===== src/rtl/seq_divider.sv =====
`default_nettype none
// +-----------------------------------------------------------------------------+
// | seq_divider : unsigned restoring shift-subtract divider, one bit per clock  |
// | Rev 1.0                                                                     |
// +-----------------------------------------------------------------------------+
module seq_divider #(
    parameter int N = 8
) (
    input  logic         clk,
    input  logic         reset_n,
    input  logic         start,
    input  logic [N-1:0] dividend,
    input  logic [N-1:0] divisor,
    output logic         busy,
    output logic         done,
    output logic [N-1:0] quotient,
    output logic [N-1:0] remainder,
    output logic         div_by_zero
);

    localparam int            CW        = $clog2(N) + 1;
    localparam logic [CW-1:0] LAST_ITER = CW'(N - 1);

    localparam logic [1:0] S_IDLE = 2'd0;
    localparam logic [1:0] S_RUN  = 2'd1;
    localparam logic [1:0] S_DONE = 2'd2;

    logic [1:0]    state_q,     state_d;
    logic [N-1:0]  shift_q,     shift_d;
    logic [N-1:0]  divisor_q,   divisor_d;
    logic [N:0]    prem_q,      prem_d;
    logic [CW-1:0] count_q,     count_d;
    logic [N-1:0]  quotient_q,  quotient_d;
    logic [N-1:0]  remainder_q, remainder_d;
    logic          dbz_q,       dbz_d;

    logic [N:0]    shifted;
    logic [N:0]    trial;

    always_comb begin
        state_d     = state_q;
        shift_d     = shift_q;
        divisor_d   = divisor_q;
        prem_d      = prem_q;
        count_d     = count_q;
        quotient_d  = quotient_q;
        remainder_d = remainder_q;
        dbz_d       = dbz_q;

        shifted = {prem_q[N-1:0], shift_q[N-1]};
        trial   = shifted - {1'b0, divisor_q};

        case (state_q)
            S_IDLE: begin
                if (start) begin
                    if (divisor == '0) begin
                        quotient_d  = '1;
                        remainder_d = dividend;
                        dbz_d       = 1'b1;
                        state_d     = S_DONE;
                    end else begin
                        shift_d   = dividend;
                        divisor_d = divisor;
                        prem_d    = '0;
                        count_d   = '0;
                        state_d   = S_RUN;
                    end
                end
            end
            S_RUN: begin
                // Dividend bits leave at the top while quotient bits enter at the bottom.
                if (!trial[N]) begin
                    prem_d  = trial;
                    shift_d = {shift_q[N-2:0], 1'b1};
                end else begin
                    prem_d  = shifted;
                    shift_d = {shift_q[N-2:0], 1'b0};
                end
                count_d = count_q + CW'(1);
                if (count_q == LAST_ITER) begin
                    quotient_d  = shift_d;
                    remainder_d = prem_d[N-1:0];
                    dbz_d       = 1'b0;
                    state_d     = S_DONE;
                end
            end
            S_DONE: begin
                state_d = S_IDLE;
            end
            default: begin
                state_d = S_IDLE;
            end
        endcase
    end

    always_ff @(posedge clk) begin
        if (!reset_n) begin
            state_q     <= S_IDLE;
            shift_q     <= '0;
            divisor_q   <= '0;
            prem_q      <= '0;
            count_q     <= '0;
            quotient_q  <= '0;
            remainder_q <= '0;
            dbz_q       <= 1'b0;
        end else begin
            state_q     <= state_d;
            shift_q     <= shift_d;
            divisor_q   <= divisor_d;
            prem_q      <= prem_d;
            count_q     <= count_d;
            quotient_q  <= quotient_d;
            remainder_q <= remainder_d;
            dbz_q       <= dbz_d;
        end
    end

    assign busy        = (state_q == S_RUN);
    assign done        = (state_q == S_DONE);
    assign quotient    = quotient_q;
    assign remainder   = remainder_q;
    assign div_by_zero = dbz_q;

endmodule
`default_nettype wire

===== config.mk =====
export PLATFORM = sky130hd
export DESIGN_NAME = seq_divider
export DESIGN_NICKNAME = d
export VERILOG_FILES = /design/src/rtl/seq_divider.sv
export SDC_FILE = /design/constraint.sdc
export NUM_CORES = 1
export LEC_CHECK = 0
export ABC_CLOCK_PERIOD_IN_PS = 2600
export BUFFER_PORTS_ARGS = -buffer_cell sky130_fd_sc_hd__buf_2
export CORE_ASPECT_RATIO = 1.1
export CORE_MARGIN = 4
export CORE_UTILIZATION = 56
export CTS_CLUSTER_SIZE = 12
export DETAILED_ROUTE_END_ITERATION = 16
export PLACE_DENSITY = 0.75
export SYNTH_ARGS = -nofsm -noshare
export SYNTH_HDL_FRONTEND = slang
export SYNTH_SLANG_ARGS = --single-unit
export TNS_END_PERCENT = 1

===== constraint.sdc =====
create_clock -name clk -period 2.6 [get_ports clk]
set_input_delay 0 -clock clk [delete_from_list [all_inputs] [get_ports clk]]
set_output_delay 0 -clock clk [all_outputs]
set_load 0.02 [all_outputs]

== Word level (Yosys, flattened, before mapping) ==
Index checks and enable logic that the tools add are counted.

* Logic and storage cells: 52
* Input port bits: 19
* Flip-flop bits (word level): 47
* Output and inout port bits: 19

* $add $sub $neg: 2
* Reductions and logical operators: 7
* Bitwise gates (word level): 1
* Multiplexer cells: 27
* Equality and inequality tests: 7

{| class="wikitable"
|+ Operators with widths
! kind !! number
|-
| $mux 8 || 11
|-
| $pmux 8 s2 || 4
|-
| $sub 9x8->9 || 1
|-
| $logic_not 8->1 || 1
|-
| $mux 4 || 2
|-
| $pmux 4 s2 || 1
|-
| $mux 2 || 3
|-
| $ne 2x2->1 const B || 3
|-
| $reduce_and 3->1 || 2
|-
| $add 4x1->4 const B || 1
|-
| $eq 4x3->1 const B || 1
|-
| $mux 1 || 4
|-
| $pmux 2 s2 || 1
|-
| $reduce_and 4->1 || 1
|-
| $eq 2x1->1 const B || 1
|-
| $eq 2x2->1 const B || 1
|-
| $logic_not 2->1 || 1
|-
| $ne 2x1->1 const B || 1
|-
| $pmux 1 s2 || 1
|-
| $reduce_and 2->1 || 1
|-
| $reduce_bool 2->1 || 1
|-
| $not 1->1 || 1
|}

== Longest topological paths before layout ==
Gate-level depths: netlist of run 1.

* Word-level depth: 4
* Depth in mapped cells: 10
* Mapped depth without buffers: 10

== Worst setup path before layout of run 1 ==
No wires, ideal clock.

* Kind: register to register
* Start point: register shift_q[7]
* End point: register remainder_q[7], in the netlist remainder[7]
* Setup slack: 0.190 ns
* Stages on the path, launching flop included: 11
* Data arrival time: 2.288 ns
* Path buffers: 0
* Setup time: 0.122 ns
* Cells stage by stage: dfxtp_1 inv_1 ha_1 inv_1 fa_1 a211oi_2 nor3_1 mux2_4 or4_4 o2111ai_2 a21oi_2

* Word-level cells in the longest chain between the ends: 4

{| class="wikitable"
|+ RTL lines
! what !! line !! text
|-
| start: declaration || 29 || <nowiki>logic [N-1:0] shift_q, shift_d;</nowiki>
|-
| start signal: assignment || 108 || <nowiki>shift_q <= shift_d;</nowiki>
|-
| $sub 9x8->9 || 51 || <nowiki>trial = shifted - {1'b0, divisor_q};</nowiki>
|-
| $mux 8 || 72 || <nowiki>if (!trial[N]) begin</nowiki>
|-
| $mux 8 || 80 || <nowiki>if (count_q == LAST_ITER) begin</nowiki>
|-
| $pmux 8 s2 || 53 || <nowiki>case (state_q)</nowiki>
|-
| end signal: assignment || 113 || <nowiki>remainder_q <= remainder_d;</nowiki>
|-
| end: declaration || 34 || <nowiki>logic [N-1:0] remainder_q, remainder_d;</nowiki>
|}

No other way between the ends. The select of a mux whose other input is x is not followed.
A chain may end at the register's enable or synchronous reset.

== Final worst setup path of run 1 ==
Same ends and word-level chain as after synthesis.

==> impl_metrics.prom, run 1 <==
# TYPE chip_impl_metric gauge
chip_impl_metric{name="met2_global_route_usage",unit=""} 0.353
chip_impl_metric{name="met3_track_utilization_from_global_routing",unit=""} 0.0449
chip_impl_metric{name="final-max-slew-violation-count",unit=""} 0
chip_impl_metric{name="grt_start_max_net_pins",unit=""} 50
chip_impl_metric{name="logic_gate_share_of_total_power",unit=""} 0.405
chip_impl_metric{name="slew_headroom",unit=""} 0.303
chip_impl_metric{name="cell_row_count",unit=""} 24
chip_impl_metric{name="grt.total_usage",unit=""} 0.216
chip_impl_metric{name="synth.lib_cells_used.distinct",unit=""} 48
chip_impl_metric{name="finalHoldViolCount",unit=""} 0
chip_impl_metric{name="tritoncts.num_buffers",unit=""} 5
chip_impl_metric{name="drt_initial_violations",unit=""} 129
chip_impl_metric{name="clkPwrFrac",unit=""} 0.216
chip_impl_metric{name="global_route.overflow_total",unit=""} 0
chip_impl_metric{name="sw_frac_of_total",unit=""} 0.361
chip_impl_metric{name="finalNetCount",unit=""} 337
chip_impl_metric{name="tritoncts_num_sinks",unit=""} 47
chip_impl_metric{name="via_count_of_the_first_global_routing_pass",unit=""} 1986
chip_impl_info{name="tritoncts",value="yes"} 1
chip_impl_metric{name="synth.avg_cell_area",unit="um^2"} 8.95
chip_impl_info{name="final_common_cell",value="sky130_fd_sc_hd__dfxtp_1"} 1
chip_impl_metric{name="port_buffers",unit=""} 37
chip_impl_metric{name="total_power",unit="mW"} 2.19
chip_impl_metric{name="die_width",unit="um"} 70.2
chip_impl_metric{name="synth-edff-count",unit=""} 0
chip_impl_metric{name="initial_utilization",unit=""} 0.591
chip_impl_metric{name="post-place-ws",unit="ns"} 0.0291
chip_impl_metric{name="post-route-worst-setup-slack",unit="ns"} 0.0865
chip_impl_metric{name="wire_per_inst",unit="um"} 15.8
chip_impl_metric{name="seq_power_share",unit=""} 0.379
chip_impl_metric{name="number_of_antenna_violations_at_the_first_check_in_global_routing",unit=""} 0
chip_impl_metric{name="drive_above_1_share",unit=""} 0.207
chip_impl_metric{name="finalWirelength",unit="um"} 5710
chip_impl_info{name="path_class",value="reg -> reg"} 1
chip_impl_metric{name="timing.final.crit_share",unit=""} 0.967
chip_impl_metric{name="finalSetupViolations",unit=""} 0
chip_impl_metric{name="register_bit_count_reported_by_yosys",unit=""} 47
chip_impl_metric{name="min_path_cells",unit=""} 3
chip_impl_metric{name="drt-vias-per-instance",unit=""} 5.84
chip_impl_metric{name="synth.yosys.seq_area_share",unit=""} 0.395
chip_impl_metric{name="num_antenna_cells",unit=""} 0
chip_impl_metric{name="placeable_area",unit="um^2"} 4020
chip_impl_metric{name="drt_pass1_iterations",unit=""} 4
chip_impl_metric{name="syn_inst",unit=""} 266
chip_impl_metric{name="timing.critical_path.arrival",unit="ns"} 2.69
chip_impl_metric{name="r2r.worst_path.cells",unit=""} 10
chip_impl_metric{name="dpl.hpwl",unit="um"} 4050
chip_impl_info{name="worstHoldPathType",value="in -> reg"} 1
chip_impl_metric{name="power.net_switching",unit="mW"} 0.791
chip_impl_metric{name="maximum_clock_rate",unit="MHz"} 398
chip_impl_info{name="dominantRegCellSynth",value="sky130_fd_sc_hd__dfxtp_1"} 1
chip_impl_metric{name="total_leakage_power",unit="nW"} 1.21
chip_impl_metric{name="route.vias.total",unit=""} 2108
chip_impl_metric{name="total_drc_errors_in_the_routed_layout",unit=""} 0
chip_impl_metric{name="grt.met1_usage",unit=""} 0.297
chip_impl_metric{name="synthArstFlopShare",unit=""} 0
chip_impl_metric{name="fill_cells",unit=""} 377
chip_impl_metric{name="ant_nets",unit=""} 0
chip_impl_info{name="status",value="finished, final reports clean"} 1
chip_impl_metric{name="skew",unit="ns"} 0.00485
chip_impl_metric{name="setup.reg_to_reg.worst_slack",unit="ns"} 0.09
chip_impl_info{name="timing.critical_path.to_type",value="flop"} 1
chip_impl_metric{name="max_cap_viol_count",unit=""} 0
chip_impl_metric{name="gp_congestion",unit=""} 0.885
chip_impl_metric{name="irDropWorstVdd",unit="mV"} 0.530
chip_impl_info{name="unrepaired_setup_endpoints_after_global_routing",value="yes"} 1
chip_impl_metric{name="post-route-util",unit=""} 0.693
chip_impl_info{name="globalRoute.busiestLayer",value="met2"} 1
chip_impl_metric{name="worstMarginPinSlew",unit="ns"} 1.04
chip_impl_metric{name="worst_case_clock_buffer_depth",unit=""} 2
chip_impl_info{name="clock-root-buffer",value="sky130_fd_sc_hd__clkbuf_8"} 1
chip_impl_metric{name="htreeDepth",unit=""} 2
chip_impl_metric{name="dieArea",unit="um^2"} 5360
chip_impl_metric{name="netlist_area",unit="um^2"} 2380
chip_impl_metric{name="clk_pin_slew",unit="ns"} 0.08
chip_impl_metric{name="finalWorstPathRequiredPeriod",unit="ns"} 2.51
chip_impl_metric{name="worst_ep_required_time",unit="ns"} 2.78
chip_impl_info{name="layout_common_cells",value="47 x sky130_fd_sc_hd__dfxtp_1, 37 x sky130_fd_sc_hd__buf_2, 33 x sky130_fd_sc_hd__nand2_1"} 1
chip_impl_metric{name="yosys_warnings",unit=""} 0
chip_impl_metric{name="pwr_density_cell",unit="nW/um^2"} 786
chip_impl_metric{name="crit_path_max_fanout",unit=""} 5
chip_impl_metric{name="internal_power",unit="mW"} 1.40
chip_impl_metric{name="ioPinCount",unit=""} 38
chip_impl_metric{name="clock_insertion_delay_worst_skew",unit="ns"} 0.29
chip_impl_metric{name="grt_first_pass_wirelength",unit="um"} 9520
chip_impl_metric{name="die_height",unit="um"} 76.4
chip_impl_info{name="cp-start-kind",value="flop"} 1
chip_impl_metric{name="mappedNetlistNets",unit=""} 295
chip_impl_metric{name="area.growth.synth_to_final",unit="%"} 17.2
-- per-stage QoR --
stage | TNS [ns] | cell area (um^2) | hold slack, ns | cells
final | 0 | 2790 | 0.000241 | 361
after global routing | -0.0524 | 2790 | 0.00185 | 361
after CTS | 0 | 2770 | 0.000404 | 360
after detailed placement | 0 | 2610 | 0.294 | 346
after global placement | 0 | 2610 | 0.278 | 346
after floorplan | 0 | 2380 | 0.169 | 266
-- flip-flops by register name, summed over array words and instances (netlist names) --
signal / count
div_by_zero: 1
remainder: 8
shift_q: 8
count_q: 4
prem_q: 8
state_q: 2
divisor_q: 8
quotient: 8
-- worst paths after layout --
path / end / startpoint
worst max-delay path: remainder[7] / shift_q[7]
worst min register to register: div_by_zero / div_by_zero
worst max register to register: remainder[7] / shift_q[7]
worst min-delay path: divisor_q[0] / divisor[0]
-- logic make-up (layout without fill, tap and decap cells) --
family | count (synthesis) | after routing | share of synthesized area
compound gates | 79 | 79 | 0.250
simple gates | 89 | 89 | 0.190
buf+inv | 25 | 68 | 0.0415
mux | 12 | 12 | 0.0526
fa+ha+maj | 10 | 10 | 0.0557
xor+xnor | 4 | 4 | 0.0147
flops | 47 | 47 | 0.395
-- power groups by stage --
| stage | Sequential, mW | Combinational, mW | Clock, mW |
|---|---|---|---|
| after floorplan | 0.826 | 0.617 | 0 |
| after global placement | 0.843 | 0.834 | 0 |
| after detailed placement | 0.846 | 0.835 | 0 |
| after CTS | 0.829 | 0.858 | 0.485 |
| after global routing | 0.838 | 0.964 | 0.523 |
| final | 0.830 | 0.889 | 0.473 |
-- synth_stat cells (2+ instances only) --
cell type	number	area [um^2]
sky130_fd_sc_hd__nand4b_1	2	17.5
sky130_fd_sc_hd__nor2_1	8	30.0
sky130_fd_sc_hd__nor2b_1	13	81.3
sky130_fd_sc_hd__a21oi_2	2	17.5
sky130_fd_sc_hd__a211oi_1	4	30.0
sky130_fd_sc_hd__a31oi_1	12	75.1
sky130_fd_sc_hd__nor4_1	2	12.5
sky130_fd_sc_hd__buf_2	4	20.0
sky130_fd_sc_hd__xnor2_1	3	26.3
sky130_fd_sc_hd__or2_2	2	12.5
sky130_fd_sc_hd__o21bai_1	2	15.0
sky130_fd_sc_hd__o21a_1	2	15.0
sky130_fd_sc_hd__nand2b_1	4	25.0
sky130_fd_sc_hd__o21ai_0	10	50.1
sky130_fd_sc_hd__nor3b_1	3	22.5
sky130_fd_sc_hd__o211ai_1	2	15.0
sky130_fd_sc_hd__o211a_1	7	70.1
sky130_fd_sc_hd__a21o_1	2	15.0
sky130_fd_sc_hd__and3_1	2	12.5
sky130_fd_sc_hd__clkbuf_1	11	41.3
sky130_fd_sc_hd__dfxtp_1	47	941
sky130_fd_sc_hd__a21boi_1	8	60.1
sky130_fd_sc_hd__nor3_1	5	25.0
sky130_fd_sc_hd__and2_1	3	18.8
sky130_fd_sc_hd__mux2i_1	11	110
sky130_fd_sc_hd__ha_1	9	113
sky130_fd_sc_hd__a21oi_1	5	25.0
sky130_fd_sc_hd__nand3_1	9	45.0
sky130_fd_sc_hd__o21ai_1	6	30.0
sky130_fd_sc_hd__o221a_1	8	90.1
sky130_fd_sc_hd__nand2_1	33	124
sky130_fd_sc_hd__inv_1	9	33.8
-- metal layers --
layer / up-vias / part of all wire
li1: 1053 / -
met1: 1002 / 0.47
met2: 46 / 0.48
met3: 7 / 0.034
met4: 0 / 0.0095
met5: - / 0
-- what timing repair did --
item,4_1_cts,5_1_grt
buffers inserted,1,0
resized for setup,1,2
setup endpoints to repair,1,10
pin swaps,1,1
hold endpoints to repair,5,1
hold buffers,5,1
cloned,0,0
-- critical path: stages, from the launching register on --
cell and delay [ns]:
sky130_fd_sc_hd__dfxtp_1 0.32, sky130_fd_sc_hd__inv_1 0.08, sky130_fd_sc_hd__ha_1 0.17, sky130_fd_sc_hd__inv_1 0.06
sky130_fd_sc_hd__fa_2 0.37, sky130_fd_sc_hd__a211oi_2 0.28, sky130_fd_sc_hd__nor3_2 0.11, sky130_fd_sc_hd__mux2_4 0.34
sky130_fd_sc_hd__or4_4 0.52, sky130_fd_sc_hd__o2111ai_2 0.10, sky130_fd_sc_hd__a21oi_2 0.04
-- cell type report --
| type | instances | area (um^2) | area share |
|---|---|---|---|
| repair buffers | 50 | 298 | 0.107 |
| inverters | 10 | 37.5 | 0.0135 |
| multi-input cells | 194 | 1350 | 0.483 |
| well taps | 52 | 65.1 | 0.0233 |
| clock buffers | 8 | 100 | 0.0359 |
| flip-flops and latches | 47 | 941 | 0.337 |
(Power assumes the default switching activity.)
==> run 2: changes to the inputs <==
--- a/config.mk
+++ b/config.mk
@@ -7,12 +7,13 @@
 export LEC_CHECK = 0
 export ABC_CLOCK_PERIOD_IN_PS = 2600
 export BUFFER_PORTS_ARGS = -buffer_cell sky130_fd_sc_hd__buf_2
-export CORE_ASPECT_RATIO = 1.1
+export CELL_PAD_IN_SITES_DETAIL_PLACEMENT = 0
+export CELL_PAD_IN_SITES_GLOBAL_PLACEMENT = 1
 export CORE_MARGIN = 4
-export CORE_UTILIZATION = 56
+export CORE_UTILIZATION = 42
 export CTS_CLUSTER_SIZE = 12
 export DETAILED_ROUTE_END_ITERATION = 16
-export PLACE_DENSITY = 0.75
+export PLACE_DENSITY = 0.74
 export SYNTH_ARGS = -nofsm -noshare
 export SYNTH_HDL_FRONTEND = slang
 export SYNTH_SLANG_ARGS = --single-unit
==> impl_metrics.prom, run 2 (synthesis gave the netlist of run 1 again) <==
# TYPE chip_impl_metric gauge
chip_impl_info{name="status",value="finished, final reports clean"} 1
chip_impl_metric{name="final_area",unit="um^2"} 2900
chip_impl_metric{name="clk_pin_slew",unit="ns"} 0.09
chip_impl_metric{name="via_count_of_the_first_global_routing_pass",unit=""} 1971
chip_impl_metric{name="post-route-util",unit=""} 0.526
chip_impl_metric{name="area.growth.synth_to_final",unit="%"} 21.7
chip_impl_metric{name="postPlaceCellArea",unit="um^2"} 2630
chip_impl_metric{name="cell_row_count",unit=""} 27
chip_impl_info{name="clock-root-buffer",value="sky130_fd_sc_hd__clkbuf_8"} 1
chip_impl_metric{name="placeable_area",unit="um^2"} 5510
chip_impl_metric{name="port_buffers",unit=""} 37
chip_impl_metric{name="route.vias.total",unit=""} 2103
chip_impl_metric{name="skew",unit="ns"} 0.0108
chip_impl_info{name="worstHoldPathType",value="in -> reg"} 1
chip_impl_info{name="cp-start-kind",value="flop"} 1
chip_impl_metric{name="finalHoldWorstSlack",unit="ns"} 0.0218
chip_impl_metric{name="pwr_density_cell",unit="nW/um^2"} 758
chip_impl_metric{name="finalWirelength",unit="um"} 5790
chip_impl_metric{name="die_height",unit="um"} 83.3
chip_impl_metric{name="grt_first_pass_wirelength",unit="um"} 9730
chip_impl_metric{name="finalNetCount",unit=""} 345
chip_impl_metric{name="tritoncts_num_sinks",unit=""} 47
chip_impl_metric{name="irDropWorstVdd",unit="mV"} 0.320
chip_impl_metric{name="timing.critical_path.arrival",unit="ns"} 2.69
chip_impl_metric{name="slew_headroom",unit=""} 0.306
chip_impl_info{name="worst_hold_startpoint",value="dividend[3]"} 1
chip_impl_metric{name="grt.total_usage",unit=""} 0.171
chip_impl_metric{name="worst_case_clock_buffer_depth",unit=""} 2
chip_impl_metric{name="finalHoldViolCount",unit=""} 0
chip_impl_metric{name="worst_ep_required_time",unit="ns"} 2.79
chip_impl_info{name="reg2reg_from",value="shift_q[7]"} 1
chip_impl_metric{name="finalWorstPathRequiredPeriod",unit="ns"} 2.50
chip_impl_metric{name="worstMarginPinSlew",unit="ns"} 1.04
chip_impl_metric{name="num_antenna_cells",unit=""} 0
chip_impl_metric{name="clock_insertion_delay_worst_skew",unit="ns"} 0.30
chip_impl_metric{name="htreeDepth",unit=""} 2
chip_impl_info{name="timing.critical_path.to_type",value="flop"} 1
chip_impl_metric{name="finalSetupViolations",unit=""} 0
chip_impl_metric{name="total_power",unit="mW"} 2.19
chip_impl_metric{name="die_width",unit="um"} 83.3
chip_impl_metric{name="maximum_clock_rate",unit="MHz"} 399
chip_impl_metric{name="gp_congestion",unit=""} 0.863
chip_impl_info{name="path_class",value="reg -> reg"} 1
chip_impl_metric{name="ant_nets",unit=""} 0
chip_impl_metric{name="max_cap_viol_count",unit=""} 0
chip_impl_metric{name="wire_per_inst",unit="um"} 14.9
chip_impl_metric{name="crit_path_max_fanout",unit=""} 5
chip_impl_metric{name="timing.final.crit_share",unit=""} 0.963
chip_impl_metric{name="drt_pass1_iterations",unit=""} 4
chip_impl_info{name="layout_common_cells",value="47 x sky130_fd_sc_hd__dfxtp_1, 37 x sky130_fd_sc_hd__buf_2, 33 x sky130_fd_sc_hd__nand2_1"} 1
chip_impl_metric{name="initial_utilization",unit=""} 0.432
chip_impl_metric{name="global_route.overflow_total",unit=""} 0
chip_impl_metric{name="tritoncts.num_buffers",unit=""} 5
chip_impl_metric{name="grt_start_max_net_pins",unit=""} 50
chip_impl_metric{name="dieArea",unit="um^2"} 6930
chip_impl_metric{name="drt-vias-per-instance",unit=""} 5.41
chip_impl_metric{name="number_of_antenna_violations_at_the_first_check_in_global_routing",unit=""} 0
chip_impl_info{name="crit_start",value="shift_q[7]"} 1
chip_impl_metric{name="final-max-slew-violation-count",unit=""} 0
chip_impl_metric{name="drt_initial_violations",unit=""} 112
chip_impl_info{name="tritoncts",value="yes"} 1
chip_impl_metric{name="dpl.hpwl",unit="um"} 4070
chip_impl_metric{name="total_drc_errors_in_the_routed_layout",unit=""} 0
chip_impl_metric{name="ioPinCount",unit=""} 38
chip_impl_metric{name="total_leakage_power",unit="nW"} 1.24
chip_impl_info{name="final_common_cell",value="sky130_fd_sc_hd__dfxtp_1"} 1
chip_impl_metric{name="drive_above_1_share",unit=""} 0.208
==> run 2: what timing repair did <==
action                                  CTS  global route
hold buffers                             14             0
endpoints found under the setup margin    0            17
hold endpoints to repair                 15             0
gates resized for setup                   0             4
setup buffers                             0             2
==> run 2: cell type report <==
class / instances / area [um^2]
fill: 550 / 2610
multi-input combinational: 194 / 1360
sequential: 47 / 941
timing repair buffer: 58 / 378
tap: 72 / 90.1
clock buffer: 5 / 68.8
inverter: 10 / 37.5
clock inverter: 3 / 18.8
==> run 2: final timing paths <==
path         cells past startpoint  slack [ns]            to
max                             10         0.1  remainder[7]
min                              3        0.02  remainder[3]
max reg2reg                     10         0.1  remainder[7]
min reg2reg                      2        0.49   div_by_zero
==> run 2: per-layer routing <==
| metal | up-vias | track usage | routed length (um) |
|---|---|---|---|
| li1 | 1069 | - | - |
| met1 | 984 | 0.243 | 2820 |
| met2 | 40 | 0.254 | 2590 |
| met3 | 10 | 0.0387 | 269 |
| met4 | 0 | 0.0550 | 114 |
| met5 | - | 0 | 0 |
==> run 2: critical path, cell delays in order, from the launching register on <==
cell and delay, ns:
sky130_fd_sc_hd__dfxtp_1 0.31, sky130_fd_sc_hd__inv_1 0.07, sky130_fd_sc_hd__ha_1 0.16, sky130_fd_sc_hd__inv_1 0.05
sky130_fd_sc_hd__fa_2 0.38, sky130_fd_sc_hd__a211oi_4 0.30, sky130_fd_sc_hd__nor3_2 0.11, sky130_fd_sc_hd__mux2_4 0.34
sky130_fd_sc_hd__or4_4 0.51, sky130_fd_sc_hd__o2111ai_2 0.10, sky130_fd_sc_hd__a21oi_2 0.05
==> run 2: report_power, final <==
part           switching, mW  total, mW  internal, mW
registers             0.0545      0.830         0.776
clock network          0.253      0.442         0.190
logic                  0.513      0.922         0.409
==> run 2: through the flow <==
stage / setup TNS [ns] / instances / worst slack, ns
floorplan: 0 / 266 / 0.190
detailed placement: 0 / 365 / 0.0651
global placement: 0 / 365 / 0.107
global route: -0.00926 / 389 / -0.00550
finish: 0 / 389 / 0.0952
CTS: 0 / 387 / 0.0392
==> run 3: changes to the inputs <==
--- a/config.mk
+++ b/config.mk
@@ -14,6 +14,7 @@
 export CTS_CLUSTER_SIZE = 12
 export DETAILED_ROUTE_END_ITERATION = 16
 export PLACE_DENSITY = 0.74
+export RECOVER_POWER = 100
 export SYNTH_ARGS = -nofsm -noshare
 export SYNTH_HDL_FRONTEND = slang
 export SYNTH_SLANG_ARGS = --single-unit
==> impl_metrics.prom, run 3 (synthesis gave the netlist of run 1 again) <==
# TYPE chip_impl_metric gauge
chip_impl_metric{name="min_path_cells",unit=""} 3
chip_impl_metric{name="num_antenna_cells",unit=""} 0
chip_impl_metric{name="grt.met1_usage",unit=""} 0.243
chip_impl_metric{name="htreeDepth",unit=""} 2
chip_impl_info{name="critical_path.slowest_cell",value="sky130_fd_sc_hd__or4_4"} 1
chip_impl_info{name="tritoncts",value="yes"} 1
chip_impl_metric{name="finalNetCount",unit=""} 345
chip_impl_info{name="globalRoute.busiestLayer",value="met2"} 1
chip_impl_metric{name="crit_path_max_fanout",unit=""} 5
chip_impl_metric{name="r2r.worst_path.cells",unit=""} 10
chip_impl_metric{name="total_power",unit="mW"} 2.19
chip_impl_info{name="path_class",value="reg -> reg"} 1
chip_impl_metric{name="finalWorstPathRequiredPeriod",unit="ns"} 2.51
chip_impl_info{name="worst_hold_startpoint",value="dividend[3]"} 1
chip_impl_metric{name="timing.final.crit_share",unit=""} 0.964
chip_impl_metric{name="clk_pin_slew",unit="ns"} 0.09
chip_impl_metric{name="via_count_of_the_first_global_routing_pass",unit=""} 1971
chip_impl_metric{name="global_route.overflow_total",unit=""} 0
chip_impl_info{name="status",value="finished, final reports clean"} 1
chip_impl_info{name="crit-reg2reg-capture",value="remainder[7]"} 1
chip_impl_metric{name="drt-vias-per-instance",unit=""} 5.43
chip_impl_info{name="worstHoldPathType",value="in -> reg"} 1
chip_impl_metric{name="maximum_clock_rate",unit="MHz"} 399
chip_impl_metric{name="finalHoldWorstSlack",unit="ns"} 0.0181
chip_impl_metric{name="initial_utilization",unit=""} 0.432
chip_impl_metric{name="ant_nets",unit=""} 0
chip_impl_info{name="hold_end",value="remainder[3]"} 1
chip_impl_metric{name="tritoncts.num_buffers",unit=""} 5
chip_impl_metric{name="slew_headroom",unit=""} 0.307
chip_impl_info{name="final_common_cell",value="sky130_fd_sc_hd__dfxtp_1"} 1
chip_impl_metric{name="ioPinCount",unit=""} 38
chip_impl_metric{name="finalSetupViolations",unit=""} 0
chip_impl_info{name="cells_along_the_critical_path",value="inv_1 > ha_1 > inv_1 > fa_2 > a211oi_4 > nor3_2 > mux2_4 > or4_4 > o2111ai_2 > a21oi_2"} 1
chip_impl_metric{name="finish.cell_count_without_fillers",unit=""} 389
chip_impl_metric{name="area.growth.synth_to_final",unit="%"} 20.6
chip_impl_metric{name="finalHoldViolCount",unit=""} 0
chip_impl_metric{name="route.vias.total",unit=""} 2114
chip_impl_metric{name="finalWirelength",unit="um"} 5770
chip_impl_metric{name="dieArea",unit="um^2"} 6930
chip_impl_metric{name="tritoncts_num_sinks",unit=""} 47
chip_impl_metric{name="timing.critical_path.arrival",unit="ns"} 2.69
chip_impl_metric{name="setup.reg_to_reg.worst_slack",unit="ns"} 0.09
chip_impl_info{name="worst_path_top_cell_family_by_delay",value="simple AND/OR/NAND/NOR gates"} 1
chip_impl_metric{name="grt_first_pass_wirelength",unit="um"} 9730
chip_impl_metric{name="dpl.hpwl",unit="um"} 4070
chip_impl_metric{name="total_drc_errors_in_the_routed_layout",unit=""} 0
chip_impl_metric{name="fill_cells",unit=""} 564
chip_impl_metric{name="placeable_area",unit="um^2"} 5510
chip_impl_metric{name="irDropWorstVdd",unit="mV"} 0.320
chip_impl_metric{name="die_width",unit="um"} 83.3
chip_impl_metric{name="pwr_density_cell",unit="nW/um^2"} 764
chip_impl_metric{name="final-max-slew-violation-count",unit=""} 0
chip_impl_metric{name="met2_global_route_usage",unit=""} 0.254
chip_impl_info{name="cp-start-kind",value="flop"} 1
chip_impl_metric{name="met3_track_utilization_from_global_routing",unit=""} 0.0387
chip_impl_info{name="timing.critical_path.to_type",value="flop"} 1
chip_impl_metric{name="wire_per_inst",unit="um"} 14.8
chip_impl_metric{name="numPlacedInstances",unit=""} 365
chip_impl_metric{name="die_height",unit="um"} 83.3
chip_impl_metric{name="number_of_antenna_violations_at_the_first_check_in_global_routing",unit=""} 0
chip_impl_metric{name="cell_row_count",unit=""} 27
chip_impl_metric{name="worstMarginPinSlew",unit="ns"} 1.04
chip_impl_info{name="layout_common_cells",value="47 x sky130_fd_sc_hd__dfxtp_1, 33 x sky130_fd_sc_hd__nand2_1, 19 x sky130_fd_sc_hd__clkbuf_1"} 1
chip_impl_metric{name="clock_insertion_delay_worst_skew",unit="ns"} 0.30
chip_impl_metric{name="worst_case_clock_buffer_depth",unit=""} 2
chip_impl_metric{name="skew",unit="ns"} 0.00953
chip_impl_metric{name="grt.total_usage",unit=""} 0.171
chip_impl_metric{name="worst_ep_required_time",unit="ns"} 2.79
chip_impl_metric{name="drive_above_1_share",unit=""} 0.145
chip_impl_metric{name="gp_congestion",unit=""} 0.863
chip_impl_metric{name="max_cap_viol_count",unit=""} 0
chip_impl_metric{name="total_leakage_power",unit="nW"} 1.16
chip_impl_metric{name="grt_start_max_net_pins",unit=""} 50
chip_impl_info{name="worst_path_most_repeated_cell",value="sky130_fd_sc_hd__inv_1"} 1
chip_impl_metric{name="crit_path_max_incr_delay",unit="ns"} 0.51
chip_impl_metric{name="port_buffers",unit=""} 37
chip_impl_info{name="clock-root-buffer",value="sky130_fd_sc_hd__clkbuf_8"} 1
chip_impl_metric{name="post-route-util",unit=""} 0.521
chip_impl_info{name="reg2reg_from",value="shift_q[7]"} 1
chip_impl_metric{name="drt_pass1_iterations",unit=""} 4
chip_impl_metric{name="timing.critical_path.buf_inv",unit=""} 2
chip_impl_metric{name="drt_initial_violations",unit=""} 120
run 3: cell types whose count changed in the layout (fill, tap and decap cells not counted), sizes merged:
| cell | change |
|---|---|
| buf | -20 |
| clkbuf | +20 |
run 3: per-layer routing:
layer,routed length [um],up-vias
met1,2890,1002
li1,-,1069
met4,115,0
met2,2570,33
met5,0,-
met3,192,10
run 3: worst max-delay path by stage:
stage,slack (ns),cells after the start,start,end
6_report,0.09,10,shift_q[7],remainder[7]
5_1_grt,-0.007,10,shift_q[7],remainder[7]
4_1_cts,0.04,10,shift_q[7],remainder[7]
3_5_place_dp,0.07,10,shift_q[7],remainder[7]
3_3_place_gp,0.11,10,shift_q[7],remainder[7]
2_1_floorplan,0.19,10,shift_q[7],remainder[7]
run 3: timing repair:
| action | 4_1_cts | 5_1_grt |
|---|---|---|
| hold buffers | 14 | 0 |
| hold endpoints to repair | 15 | 0 |
| buffers inserted | 0 | 2 |
| setup endpoints to repair | 0 | 17 |
| gates resized for setup | 0 | 4 |
run 3: final cells by class:
class	count	area, um^2	area share
multi-input combinational	194	1360	0.474
sequential	47	941	0.328
timing repair buffer	58	352	0.123
tap	72	90.1	0.0314
clock buffer	5	68.8	0.0240
inverter	10	37.5	0.0131
clock inverter	3	18.8	0.00654
run 3: power breakdown:
| part | switching (mW) | internal, mW | total (mW) |
|---|---|---|---|
| logic | 0.513 | 0.408 | 0.922 |
| registers | 0.0546 | 0.776 | 0.830 |
| clock network | 0.251 | 0.190 | 0.441 |
run 3: per-stage QoR:
stage,instance area (um^2),TNS [ns],setup WS (ns)
after floorplan,2380,0,0.190
after global placement,2630,0,0.107
after detailed placement,2630,0,0.0651
after CTS,2860,0,0.0392
after global routing,2870,-0.0124,-0.00673
final,2870,0,0.0926
run 3: worst reg2reg max path: cells and delay by family, from the launching register on:
family,cells,cell delay [ns]
AOI/OAI and AO/OA,3,0.46
muxes,1,0.34
DFF,1,0.31
buffers and inverters,2,0.13
and+or+nand+nor,2,0.63
adders and majority gates,2,0.54
